## src/rtl/sent_tx_frame_gen.sv

```systemverilog
// SENT (SAE J2716) fast-channel frame transmitter: sync, status, data nibbles, CRC-4
// and an optional fixed or constant-frame pause, fed through a valid/ready handshake.
module sent_tx_frame_gen #(
    parameter int NIBBLES     = 6,
    parameter int DIV_W       = 8,
    parameter int LOW_TICKS   = 5,
    parameter int FRAME_TICKS = 282,
    parameter int REPEAT_LAST = 1
) (
    input  logic                 clk_tx,
    input  logic                 reset_tx,
    input  logic                 enable_i,
    input  logic [DIV_W-1:0]     divide_i,
    input  logic [1:0]           pause_mode_i,
    input  logic [11:0]          pause_ticks_i,
    input  logic [3:0]           status_i,
    input  logic [4*NIBBLES-1:0] data_i,
    input  logic                 data_valid_i,
    output logic                 data_ready_o,
    output logic                 sent_tx_o,
    output logic                 busy_o,
    output logic                 frame_done_o,
    output logic                 underrun_o,
    output logic                 pause_clip_o
);

    localparam logic [2:0] ST_IDLE   = 3'd0;
    localparam logic [2:0] ST_SYNC   = 3'd1;
    localparam logic [2:0] ST_STATUS = 3'd2;
    localparam logic [2:0] ST_DATA   = 3'd3;
    localparam logic [2:0] ST_CRC    = 3'd4;
    localparam logic [2:0] ST_PAUSE  = 3'd5;

    localparam logic [11:0] SYNC_TICKS = 12'd56;
    localparam logic [11:0] NIB_BASE   = 12'd12;
    localparam logic [11:0] MIN_PAUSE  = 12'd12;
    localparam logic [11:0] FRAME_LEN  = 12'(FRAME_TICKS);
    localparam logic [11:0] LOW_LEN    = 12'(LOW_TICKS);
    localparam logic [2:0]  LAST_NIB   = 3'(NIBBLES - 1);
    localparam logic [2:0]  CRC_STEPS  = 3'(NIBBLES);
    localparam logic [3:0]  CRC_SEED   = 4'd5;
    localparam bit          REPEAT_EN  = (REPEAT_LAST != 0);

    function automatic logic [3:0] crc_table(input logic [3:0] c);
        logic [3:0] t;
        case (c)
            4'd0:    t = 4'd0;
            4'd1:    t = 4'd13;
            4'd2:    t = 4'd7;
            4'd3:    t = 4'd10;
            4'd4:    t = 4'd14;
            4'd5:    t = 4'd3;
            4'd6:    t = 4'd9;
            4'd7:    t = 4'd4;
            4'd8:    t = 4'd1;
            4'd9:    t = 4'd12;
            4'd10:   t = 4'd6;
            4'd11:   t = 4'd11;
            4'd12:   t = 4'd15;
            4'd13:   t = 4'd2;
            4'd14:   t = 4'd8;
            default: t = 4'd5;
        endcase
        return t;
    endfunction

    // Nibble k in send order; k=0 is the most significant nibble of the word.
    function automatic logic [3:0] get_nib(input logic [4*NIBBLES-1:0] d, input logic [2:0] k);
        logic [3:0] n;
        n = 4'd0;
        for (int i = 0; i < NIBBLES; i++) begin
            if (k == 3'(i)) n = d[4*(NIBBLES-1-i) +: 4];
        end
        return n;
    endfunction

    logic [2:0]           state_q, state_d;
    logic [11:0]          tick_cnt_q, tick_cnt_d;
    logic [DIV_W-1:0]     div_cnt_q, div_cnt_d;
    logic [2:0]           nib_idx_q, nib_idx_d;
    logic [4*NIBBLES-1:0] data_q;
    logic [3:0]           status_q;
    logic [DIV_W-1:0]     div_q;
    logic [1:0]           mode_q;
    logic [11:0]          pticks_q;
    logic [3:0]           crc_q;
    logic [2:0]           crc_step_q;
    logic                 crc_run_q;
    logic                 sent_tx_q, sent_tx_d;
    logic                 underrun_q;
    logic                 pause_clip_q, pause_clip_d;

    logic [DIV_W-1:0] div_eff;
    logic [11:0]      data_sum, frame_used, pause_len, pulse_len;
    logic             pause_short, has_pause;
    logic             tick, last_tick, frame_end, transfer, repeat_frame, start;

    // Pause length from the latched frame; the CRC has settled long before PAUSE.
    always_comb begin
        data_sum = '0;
        for (int i = 0; i < NIBBLES; i++) begin
            data_sum = data_sum + NIB_BASE + 12'(data_q[4*i +: 4]);
        end
        frame_used  = SYNC_TICKS + NIB_BASE + 12'(status_q) + data_sum + NIB_BASE + 12'(crc_q);
        pause_len   = MIN_PAUSE;
        pause_short = 1'b0;
        if (mode_q == 2'd1) begin
            if (pticks_q < MIN_PAUSE) pause_short = 1'b1;
            else                      pause_len   = pticks_q;
        end else if (mode_q == 2'd2) begin
            if (FRAME_LEN < frame_used + MIN_PAUSE) pause_short = 1'b1;
            else                                    pause_len   = FRAME_LEN - frame_used;
        end
    end

    always_comb begin
        case (state_q)
            ST_STATUS: pulse_len = NIB_BASE + 12'(status_q);
            ST_DATA:   pulse_len = NIB_BASE + 12'(get_nib(data_q, nib_idx_q));
            ST_CRC:    pulse_len = NIB_BASE + 12'(crc_q);
            ST_PAUSE:  pulse_len = pause_len;
            default:   pulse_len = SYNC_TICKS;
        endcase
    end

    assign has_pause    = (mode_q == 2'd1) || (mode_q == 2'd2);
    assign div_eff      = (div_q == '0) ? DIV_W'(1) : div_q;
    assign tick         = (state_q != ST_IDLE) && (div_cnt_q == div_eff - DIV_W'(1));
    assign last_tick    = tick && (tick_cnt_q == pulse_len - 12'd1);
    assign frame_end    = last_tick && ((state_q == ST_PAUSE) || ((state_q == ST_CRC) && !has_pause));
    assign data_ready_o = enable_i && !reset_tx && ((state_q == ST_IDLE) || frame_end);
    assign transfer     = data_valid_i && data_ready_o;
    assign repeat_frame = REPEAT_EN && frame_end && !transfer && enable_i && !reset_tx;
    assign start        = transfer || repeat_frame;

    // NOTE: every always_comb output gets a default first so no path can infer a latch.
    always_comb begin
        state_d    = state_q;
        tick_cnt_d = tick_cnt_q;
        nib_idx_d  = nib_idx_q;
        div_cnt_d  = div_cnt_q;
        if (state_q == ST_IDLE) begin
            div_cnt_d  = '0;
            tick_cnt_d = '0;
            nib_idx_d  = '0;
            if (transfer) state_d = ST_SYNC;
        end else if (!tick) begin
            div_cnt_d = div_cnt_q + DIV_W'(1);
        end else begin
            div_cnt_d = '0;
            if (!last_tick) begin
                tick_cnt_d = tick_cnt_q + 12'd1;
            end else begin
                tick_cnt_d = '0;
                case (state_q)
                    ST_SYNC:   state_d = ST_STATUS;
                    ST_STATUS: begin
                        state_d   = ST_DATA;
                        nib_idx_d = '0;
                    end
                    ST_DATA: begin
                        if (nib_idx_q == LAST_NIB) state_d   = ST_CRC;
                        else                       nib_idx_d = nib_idx_q + 3'd1;
                    end
                    ST_CRC:   state_d = has_pause ? ST_PAUSE : (start ? ST_SYNC : ST_IDLE);
                    ST_PAUSE: state_d = start ? ST_SYNC : ST_IDLE;
                    default:  state_d = ST_IDLE;
                endcase
            end
        end
        sent_tx_d    = !((state_d != ST_IDLE) && (tick_cnt_d < LOW_LEN));
        pause_clip_d = last_tick && (state_q == ST_CRC) && has_pause && pause_short;
    end

    // NOTE: sequential state uses non-blocking assignments only, so every register samples pre-edge values.
    always_ff @(posedge clk_tx) begin
        if (reset_tx) begin
            state_q      <= ST_IDLE;
            tick_cnt_q   <= '0;
            div_cnt_q    <= '0;
            nib_idx_q    <= '0;
            data_q       <= '0;
            status_q     <= '0;
            div_q        <= '0;
            mode_q       <= '0;
            pticks_q     <= '0;
            crc_q        <= '0;
            crc_step_q   <= '0;
            crc_run_q    <= 1'b0;
            sent_tx_q    <= 1'b1;
            underrun_q   <= 1'b0;
            pause_clip_q <= 1'b0;
        end else begin
            state_q      <= state_d;
            tick_cnt_q   <= tick_cnt_d;
            div_cnt_q    <= div_cnt_d;
            nib_idx_q    <= nib_idx_d;
            sent_tx_q    <= sent_tx_d;
            underrun_q   <= repeat_frame;
            pause_clip_q <= pause_clip_d;
            // Timing config is re-sampled for every frame, including repeats.
            if (start) begin
                div_q    <= divide_i;
                mode_q   <= pause_mode_i;
                pticks_q <= pause_ticks_i;
            end
            if (transfer) begin
                data_q     <= data_i;
                status_q   <= status_i;
                crc_q      <= CRC_SEED;
                crc_step_q <= '0;
                crc_run_q  <= 1'b1;
            end else if (crc_run_q) begin
                if (crc_step_q == CRC_STEPS) begin
                    crc_q     <= crc_table(crc_q);
                    crc_run_q <= 1'b0;
                end else begin
                    crc_q      <= get_nib(data_q, crc_step_q) ^ crc_table(crc_q);
                    crc_step_q <= crc_step_q + 3'd1;
                end
            end
        end
    end

    assign sent_tx_o    = sent_tx_q;
    assign busy_o       = (state_q != ST_IDLE);
    assign frame_done_o = frame_end && !reset_tx;
    assign underrun_o   = underrun_q;
    assign pause_clip_o = pause_clip_q;

endmodule

```

## config.mk

```make
export PLATFORM = sky130hd
export DESIGN_NAME = sent_tx_frame_gen
export DESIGN_NICKNAME = d
export VERILOG_FILES = /design/src/rtl/sent_tx_frame_gen.sv
export SDC_FILE = /design/constraint.sdc
export NUM_CORES = 1
export LEC_CHECK = 0
export CORE_MARGIN = 1.5
export CORE_UTILIZATION = 50
export CTS_BUF_LIST = sky130_fd_sc_hd__clkbuf_8
export CTS_CLUSTER_SIZE = 24
export DETAILED_ROUTE_END_ITERATION = 8
export HOLD_SLACK_MARGIN = 0.05
export PLACE_DENSITY_LB_ADDON = 0.2
export SYNTH_ARGS = -nofsm -noshare
export SYNTH_HDL_FRONTEND = slang
export SYNTH_SLANG_ARGS = --single-unit
```

## constraint.sdc

```tcl
create_clock -name clk_tx -period 18.6 [get_ports clk_tx]
set_input_delay 3.72 -clock clk_tx [delete_from_list [all_inputs] [get_ports clk_tx]]
set_output_delay 3.72 -clock clk_tx [all_outputs]
set_load 0.05 [all_outputs]
```

==> results of run 1 <==
power breakdown:
group	internal (mW)	switching [mW]
sequential	0.193	0.0124
combinational	0.0867	0.125
clock	0.0805	0.0738
total	0.360	0.211
state kept, by name (all words and copies together), names as in the netlist:
signal and flops:
sent_tx_o 1, pticks_q 12, pause_clip_o 1, status_q 4, crc_step_q 3, tick_cnt_q 12, crc_q 4, div_cnt_q 8
crc_run_q 1, div_q 8, nib_idx_q 3, underrun_o 1, state_q 3, data_q 24, mode_q 2
critical path, stage by stage (launching register included):
cell             delay, ns
dfxtp_1               0.41
inv_1                 0.09
fa_1                  0.53
inv_1                 0.05
fa_1                  0.50
fa_1                  0.52
fa_1                  0.55
ha_1                  0.16
inv_1                 0.05
fa_1                  0.64
inv_1                 0.10
ha_1                  0.20
nor2b_1               0.13
or2_2                 0.28
o221ai_1              0.22
a22oi_1               0.18
a311oi_4              0.43
ha_1                  0.31
nand3_1               0.11
or2_1                 0.26
a211oi_1              0.30
o211ai_1              0.27
or4_1                 0.65
a21oi_1               0.18
clkdlybuf4s50_1       0.81
worst paths after layout:
| path | start | to | slack, ns |
|---|---|---|---|
| worst max register to register | data_q[2] | data_q[2] | 10.74 |
| worst max-delay path | data_q[2] | data_ready_o | 6.54 |
| worst min-delay path | div_cnt_q[0] | div_cnt_q[0] | 0.49 |
| worst min register to register | div_cnt_q[0] | div_cnt_q[0] | 0.49 |
through the flow:
| stage | instance area [um^2] | power (mW) | hold WS, ns | util | instances |
|---|---|---|---|---|---|
| 2_1_floorplan | 7480 | 0.367 | 0.449 | - | 926 |
| 3_3_place_gp | 8100 | 0.420 | 0.475 | 0.555 | 1126 |
| 5_1_grt | 8330 | 0.610 | 0.537 | 0.571 | 1142 |
| 6_report | 8330 | 0.572 | 0.494 | 0.571 | 1142 |
| 3_5_place_dp | 8100 | 0.420 | 0.484 | 0.555 | 1126 |
| 4_1_cts | 8330 | 0.575 | 0.500 | 0.571 | 1142 |
metal layers:
metal	routed length, um	GRT usage
met1	8680	0.326
met2	8640	0.404
met3	966	0.0458
met4	529	0.0943
met5	0	0
layout make-up:
class | instances | area share
Multi-Input combinational cell | 719 | 0.628
Sequential cell | 87 | 0.209
Timing Repair Buffer | 64 | 0.0748
Inverter | 72 | 0.0324
Tap cell | 184 | 0.0276
Clock buffer | 10 | 0.0165
Clock inverter | 6 | 0.0111
cells in the final DEF, fill, tap and decap left out, drive strengths merged, types with 8 or more instances in the layout:
master / instances
a22oi: 13
clkbuf: 10
nand2b: 40
fa: 23
dfxtp: 87
or3: 15
nand4: 10
and2: 8
or2: 10
nand3: 59
inv: 75
and3: 13
o211ai: 8
or2b: 14
nor3: 21
a21oi: 53
nor4: 12
a21o: 8
ha: 35
nor2: 65
o21ai: 55
xor2: 15
clkdlybuf4s50: 58
xnor2: 33
mux2i: 32
nand2: 56
a31oi: 11
cells by family (layout without fill, tap and decap cells):
family | count (synthesis) | after routing | share of synthesized area
and+or+nand+nor | 355 | 355 | 0.261
DFF | 87 | 87 | 0.233
AOI/OAI and AO/OA | 225 | 225 | 0.215
buffers and inverters | 120 | 152 | 0.0694
adders and majority gates | 58 | 58 | 0.120
xor gates and xnor gates | 48 | 48 | 0.0572
muxes | 33 | 33 | 0.0443
==> impl_metrics.csv, run 1 <==
group,metric,value,unit
sta,max_slew_margin,0.178,
sta,rsz0062_at_grt,"false",
setup_path,startpoint_type,"flop",
sta,fin_ws,6.54,ns
yosys,synth.largest_area_cell,"dfxtp_1",
yosys,synth_enable_flop_cells,0,
global_route,overflow,0,
routing,via_count,6752,
routing,detail-route-antenna-nets,0,
outcome,status,"completed",
routing,wl_per_cell,16.5,um
cells_and_area,area_growth_syn_to_layout,11.4,%
setup_path,rr_worst_depth,24,
floorplanning,io_pins,60,
clocking,postCtsHoldBufs,0,
floorplanning,die_w,125,um
clocking,clkSinkCount,87,
yosys,synth_top_area_share,0.233,
worst_hold_path,hp-class,"reg -> reg",
routing,drcViolationCount,0,
global_route,grt_max_degree,91,
yosys,ys_ff_latch,87,
placed_design,dp_hpwl,14400,um
power,p_leak,3.00,nW
sta,post-route-min-period,12.06,ns
clocking,ctsLongestPathBuffers,2,
floorplanning,fp.dieArea,0.0157,mm^2
yosys,synth-seq-area-share,0.233,
setup_path,crit_type,"reg -> out",
setup_path,end_kind,"output pin",
setup_path,worstPathMaxFanout,8,
sta,finalSetupTns,0,ns
global_route,grt_pass1_vias,6485,
yosys,synth.most_common_cell,"dfxtp_1",
yosys,synth_commonest_cells,"87 x dfxtp_1, 72 x inv_1, 64 x nor2_1",
yosys,synth.avg_cell_area,8.08,um^2
clocking,cts_buffers,9,
global_route,grt_usage,0.248,
cells_and_area,nets,1065,
sta,period_share,0.648,
routing,drt_iter0_markers,539,
routing,viasPerCell,5.91,
setup_path,worstPathArrival,8.34,ns
clocking,cts_setup_buffers,0,
cells_and_area,diodes,0,
sta,setup_violations,0,
global_route,grt_pass1_wl,31700,um
sta,max_freq,82.9,MHz
sta,worst_clock_skew,0.0143,ns
yosys,syn_nets,1038,
clocking,cts.htree.levels,3,
sta,tightest_slew,1.23,ns
floorplanning,rows,44,
placed_design,port_buffers,59,
setup_path,worst-endpoint-required,14.88,ns
global_route,antenna_found_initial,0,
yosys,synthCells,926,
clocking,path_clk_slew,0.09,ns
yosys,yosysWarnings,0,
clocking,post_cts_resized,0,
clocking,cts_tree,"done",
floorplanning,die_h,125,um
routing,drt-pass1-iter-count,5,
sta,slew_violations,0,
run,drv_cap,0,
floorplanning,start_util,0.513,
routing,wl,18800,um
cells_and_area,multi_input_area,0.00524,mm^2
clocking,root_buffer,"clkbuf_8",
yosys,ys_types,92,
placed_design,dpl_worst_slack,7.03,ns
cells_and_area,fillers,1362,
yosys,syn_area,0.00748,mm^2
cells_and_area,drive_above_1_share,0.0658,
worst_hold_path,hold_path_depth,1,
placed_design,place.gp.congestion,0.924,
cells_and_area,seqCellArea,0.00174,mm^2
power,power_density,68.6,mW/mm^2
yosys,synthTopCellsByArea,"dfxtp_1 23%, fa_1 6.2%, ha_1 5.9%, mux2i_1 4.3%, nand3_1 3.9%",
yosys,async_flop_share,0,
yosys,synthFlopType,"dfxtp_1",
clocking,insertion_delay,0.39,ns
power,ir_drop,0.0423,mV
sta,hold_violations,0,
floorplanning,core-area,0.0146,mm^2
Power figures use the tool's default switching activity.
==> run 2: changes to the inputs <==
==> constraint.sdc (replaced) <==
create_clock -name clk_tx -period 12.1 [get_ports clk_tx]
set_input_delay 2.42 -clock clk_tx [delete_from_list [all_inputs] [get_ports clk_tx]]
set_output_delay 2.42 -clock clk_tx [all_outputs]
set_load 0.05 [all_outputs]
==> impl_metrics.csv, run 2 (synthesized netlist as in run 1, its figures left out) <==
group,metric,value,unit
setup_path,worstPathMaxFanout,8,
clocking,path_clk_slew,0.09,ns
routing,detail-route-antenna-nets,0,
clocking,ctsLongestPathBuffers,2,
clocking,post_cts_resized,0,
setup_path,path_delay_family,"adder cells",
cells_and_area,area_growth_syn_to_layout,11.4,%
floorplanning,die_w,125,um
routing,viasPerCell,5.92,
cells_and_area,largest_reg_flops,24,
floorplanning,die_h,125,um
setup_path,worstPathArrival,8.33,ns
cells_and_area,largest-register,"data_q",
sta,finalSetupTns,0,ns
clocking,clkSinkCount,87,
sta,setup_violations,0,
floorplanning,rows,44,
sta,tightest_slew,1.20,ns
clocking,cts.htree.levels,3,
clocking,insertion_delay,0.38,ns
setup_path,startpoint_type,"flop",
setup_path,worst-endpoint-required,9.68,ns
global_route,grt_max_degree,91,
worst_hold_path,hp-class,"reg -> reg",
cells_and_area,drive_above_1_share,0.0658,
cells_and_area,layout_commonest_cell,"dfxtp_1",
floorplanning,core-area,0.0146,mm^2
placed_design,dpl_worst_slack,1.80,ns
setup_path,crit_type,"reg -> out",
global_route,grt_pass1_wl,32000,um
setup_path,cp_common_cell,"fa_1",
routing,wl_per_cell,16.6,um
placed_design,place.gp.congestion,0.924,
sta,worst_clock_skew,0.0179,ns
sta,post-route-min-period,10.75,ns
routing,wl,19000,um
routing,drt_iter0_markers,523,
clocking,cts_buffers,9,
setup_path,cpMaxStageDelayCell,"clkdlybuf4s50_1",
power,p_leak,2.99,nW
routing,via_count,6760,
cells_and_area,stdcell_area,0.00833,mm^2
sta,hold_violations,0,
floorplanning,fp.dieArea,0.0157,mm^2
cells_and_area,reg_top3,"data_q: 24 flops, pticks_q: 12 flops, tick_cnt_q: 12 flops",
sta,hold_ws,0.493,ns
clocking,cts_setup_buffers,0,
sta,rsz0062_at_grt,"false",
cells_and_area,diodes,0,
setup_path,cpPeakStageDelay,0.81,ns
sta,period_share,0.888,
global_route,grt_usage,0.249,
clocking,postCtsHoldBufs,0,
power,ir_drop,0.0633,mV
routing,drt-pass1-iter-count,5,
sta,slew_violations,0,
sta,max_freq,93.0,MHz
outcome,status,"completed",
global_route,overflow,0,
floorplanning,start_util,0.513,
placed_design,dp_hpwl,14500,um
clocking,root_buffer,"clkbuf_8",
sta,max_slew_margin,0.198,
sta,fin_ws,1.35,ns
global_route,antenna_found_initial,0,
setup_path,path_buf_inv,5,
setup_path,crit_path_cell_trace,"inv_1 -> fa_1 -> inv_1 -> fa_1 -> fa_1 -> fa_1 -> ha_1 -> inv_1 -> fa_1 -> inv_1 -> ha_1 -> nor2b_1 -> or2_2 -> o221a_2 -> o22ai_4 -> a221oi_2 -> or3_1 -> nor3_1 -> mux2_2 -> o2bb2ai_1 -> or4_1 -> a21oi_1 -> clkdlybuf4s50_1",
clocking,cts_tree,"done",
floorplanning,io_pins,60,
setup_path,end_kind,"output pin",
cells_and_area,nets,1065,
power,power_density,106,mW/mm^2
placed_design,port_buffers,59,
routing,drcViolationCount,0,
global_route,grt_pass1_vias,6456,
run,drv_cap,0,
cells_and_area,mostFrequentLayoutCells,"87 x dfxtp_1, 73 x inv_1, 64 x nor2_1",
cells_and_area,utilization,0.571,
placed_design,placed_area,0.00810,mm^2
==> run 2: cell counts in the layout (fill, tap and decap cells not counted) <==
Identical to the previous run, type by type.
==> run 2: worst reg2reg max path, cell delays in order, from the launching register on <==
cell and delay [ns]:
dfxtp_1 0.41, inv_1 0.09, fa_1 0.53, inv_1 0.05, fa_1 0.50, fa_1 0.52
fa_1 0.55, ha_1 0.16, inv_1 0.05, fa_1 0.64, inv_1 0.11, ha_1 0.20
nor2b_1 0.13, or2_2 0.28, o221a_2 0.31, o22ai_4 0.24, a221oi_2 0.14, or3_1 0.47
nor3_1 0.27, mux2_2 0.37, o2bb2ai_1 0.26, o31ai_4 1.08, nand3_1 0.25, a21oi_1 0.17
==> run 2: final cells by class <==
| class | count | area [um^2] |
|---|---|---|
| fill | 1365 | 6260 |
| clock inverter | 6 | 90.1 |
| tap | 184 | 230 |
| multi-input combinational | 719 | 5240 |
| inverter | 72 | 270 |
| clock buffer | 10 | 138 |
| sequential | 87 | 1740 |
| timing repair buffer | 64 | 623 |
==> run 2: report_power, final <==
group | internal, mW | total (mW) | switching [mW]
Sequential | 0.297 | 0.316 | 0.0191
Clock | 0.123 | 0.236 | 0.113
Combinational | 0.133 | 0.328 | 0.194
==> run 2: worst paths after layout <==
check             slack [ns]  cells past startpoint         start      endpoint
setup / recovery        1.35                     23     data_q[2]  data_ready_o
hold / removal          0.49                      1  div_cnt_q[0]  div_cnt_q[0]
setup reg to reg        4.26                     23     data_q[2]     data_q[2]
hold reg to reg         0.49                      1  div_cnt_q[0]  div_cnt_q[0]
==> run 2: per-layer routing <==
layer  routed length (um)  global-route usage  vias to the layer above
met5                    0                   0                        -
li1                     -                   -                     3357
met1                 8900               0.340                     3172
met4                  422              0.0755                        0
met3                  968              0.0394                       42
met2                 8690               0.408                      189
==> run 2: per-stage QoR <==
stage	cells	power (mW)
finish	1142	0.880
global route	1142	0.939
CTS	1142	0.884
detailed placement	1126	0.646
global placement	1126	0.645
floorplan	926	0.565
==> run 3: changes to the inputs <==
--- a/config.mk
+++ b/config.mk
@@ -5,6 +5,7 @@
 export SDC_FILE = /design/constraint.sdc
 export NUM_CORES = 1
 export LEC_CHECK = 0
+export CORE_ASPECT_RATIO = 2
 export CORE_MARGIN = 1.5
 export CORE_UTILIZATION = 50
 export CTS_BUF_LIST = sky130_fd_sc_hd__clkbuf_8
==> impl_metrics.csv, run 3 (synthesized netlist as in run 1, its figures left out) <==
group,metric,value,unit
setup_path,cpMaxStageDelayCell,"clkdlybuf4s50_1",
cells_and_area,reg_top3,"data_q: 24 flops, pticks_q: 12 flops, tick_cnt_q: 12 flops",
sta,max_slew_margin,0.347,
run,drv_cap,0,
placed_design,place.gp.congestion,0.944,
power,power_density,103,mW/mm^2
placed_design,dpl_worst_slack,1.77,ns
setup_path,end_kind,"output pin",
floorplanning,rows,63,
clocking,ctsLongestPathBuffers,2,
setup_path,worst-endpoint-required,9.68,ns
cells_and_area,nets,1066,
global_route,grt_usage,0.295,
sta,max_freq,92.5,MHz
routing,drt-pass1-iter-count,6,
setup_path,crit_type,"reg -> out",
clocking,cts_setup_buffers,0,
setup_path,reg2reg_slack,4.17,ns
cells_and_area,largest-register,"data_q",
setup_path,worstPathArrival,8.40,ns
floorplanning,start_util,0.507,
global_route,grt_max_degree,91,
clocking,cts_tree,"done",
floorplanning,core-area,0.0147,mm^2
routing,drt_iter0_markers,355,
clocking,post_cts_resized,0,
cells_and_area,area_growth_syn_to_layout,11.0,%
routing,wl,22200,um
setup_path,worstPathMaxFanout,8,
setup_path,cpPeakStageDelay,0.82,ns
clocking,root_buffer,"clkbuf_8",
clocking,insertion_delay,0.38,ns
cells_and_area,diodes,0,
global_route,grt_pass1_vias,6934,
global_route,overflow,0,
power,ir_drop,0.0598,mV
clocking,postCtsHoldBufs,0,
cells_and_area,largest_reg_flops,24,
setup_path,crit_path_cell_trace,"inv_1 -> fa_1 -> inv_1 -> fa_1 -> fa_1 -> fa_1 -> ha_1 -> inv_1 -> fa_1 -> inv_1 -> ha_1 -> nor2b_1 -> or2_2 -> o221ai_1 -> a22oi_1 -> a311oi_4 -> nand4_1 -> nor3_1 -> mux2_2 -> o2bb2ai_1 -> or4_1 -> a21oi_1 -> clkdlybuf4s50_1",
sta,hold_ws,0.503,ns
sta,slew_violations,0,
setup_path,cp_common_cell,"fa_1",
placed_design,port_buffers,59,
sta,hold_violations,0,
sta,post-route-min-period,10.82,ns
sta,rsz0062_at_grt,"false",
global_route,antenna_found_initial,0,
routing,detail-route-antenna-nets,0,
cells_and_area,drive_above_1_share,0.0667,
outcome,status,"completed",
placed_design,dp_cells,1138,
sta,finalSetupTns,0,ns
sta,tightest_slew,0.972,ns
sta,fin_ws,1.28,ns
setup_path,startpoint_type,"flop",
sta,worst_clock_skew,0.0199,ns
worst_hold_path,hp-class,"reg -> reg",
routing,viasPerCell,6.03,
placed_design,dp_hpwl,17400,um
global_route,grt_pass1_wl,35000,um
power,p_leak,2.97,nW
cells_and_area,mostFrequentLayoutCells,"87 x dfxtp_1, 73 x inv_1, 64 x nor2_1",
clocking,path_clk_slew,0.10,ns
sta,period_share,0.894,
cells_and_area,layout_commonest_cell,"dfxtp_1",
routing,wl_per_cell,19.2,um
power,finalPower,0.858,mW
sta,setup_violations,0,
routing,via_count,6955,
clocking,cts_buffers,9,
routing,drcViolationCount,0,
clocking,clkSinkCount,87,
floorplanning,io_pins,60,
floorplanning,fp.dieArea,0.0157,mm^2
clocking,cts.htree.levels,3,
cells_and_area,fin_cells,1154,
floorplanning,die_w,89.5,um
floorplanning,die_h,176,um
## run 3: cell types whose count changed in the layout (fill, tap and decap cells not counted)
cell,before,now
bufinv_16,2,0
clkinvlp_4,0,2
buf_4,5,6
clkbuf_8,10,9
inv_8,0,1
## run 3: final cells by class
cell class / count / area, um^2
Clock inverter: 7 / 56.3
Multi-Input combinational cell: 719 / 5240
Fill cell: 1434 / 6440
Clock buffer: 9 / 124
Timing Repair Buffer: 65 / 631
Sequential cell: 87 / 1740
Tap cell: 195 / 244
Inverter: 72 / 270
## run 3: metrics by stage
step	cell area, um^2	util
4_1_cts	8300	0.563
2_1_floorplan	7480	-
3_3_place_gp	8120	0.551
3_5_place_dp	8120	0.551
6_report	8300	0.563
5_1_grt	8300	0.563
## run 3: report_power, final
group / total, mW / internal (mW) / switching (mW) / leakage (nW)
Sequential: 0.317 / 0.297 / 0.0194 / 0.705
Combinational: 0.345 / 0.135 / 0.210 / 2.17
Clock: 0.196 / 0.0772 / 0.119 / 0.0896
## run 3: critical path: cells and delay by family (launching register included)
kind | cells | cell delay [ns]
AOI/OAI and AO/OA | 5 | 1.31
adders and majority gates | 7 | 3.15
buffers and inverters | 5 | 1.13
DFF | 1 | 0.39
muxes | 1 | 0.38
and+or+nand+nor | 5 | 1.66
## run 3: path summary, 6_finish.rpt
kind | start | to | depth (start not counted)
worst min-delay path | data_q[5] | data_q[5] | 2
worst min register to register | data_q[5] | data_q[5] | 2
worst max register to register | data_q[2] | pticks_q[3] | 23
worst max-delay path | data_q[2] | data_ready_o | 23
## run 3: layer usage
layer	GRT usage	vias to the layer above	wire length [um]
met5	0	-	0
met4	0.223	0	1800
met3	0.0538	99	905
met2	0.544	210	12100
met1	0.270	3296	7340
li1	-	3350	-
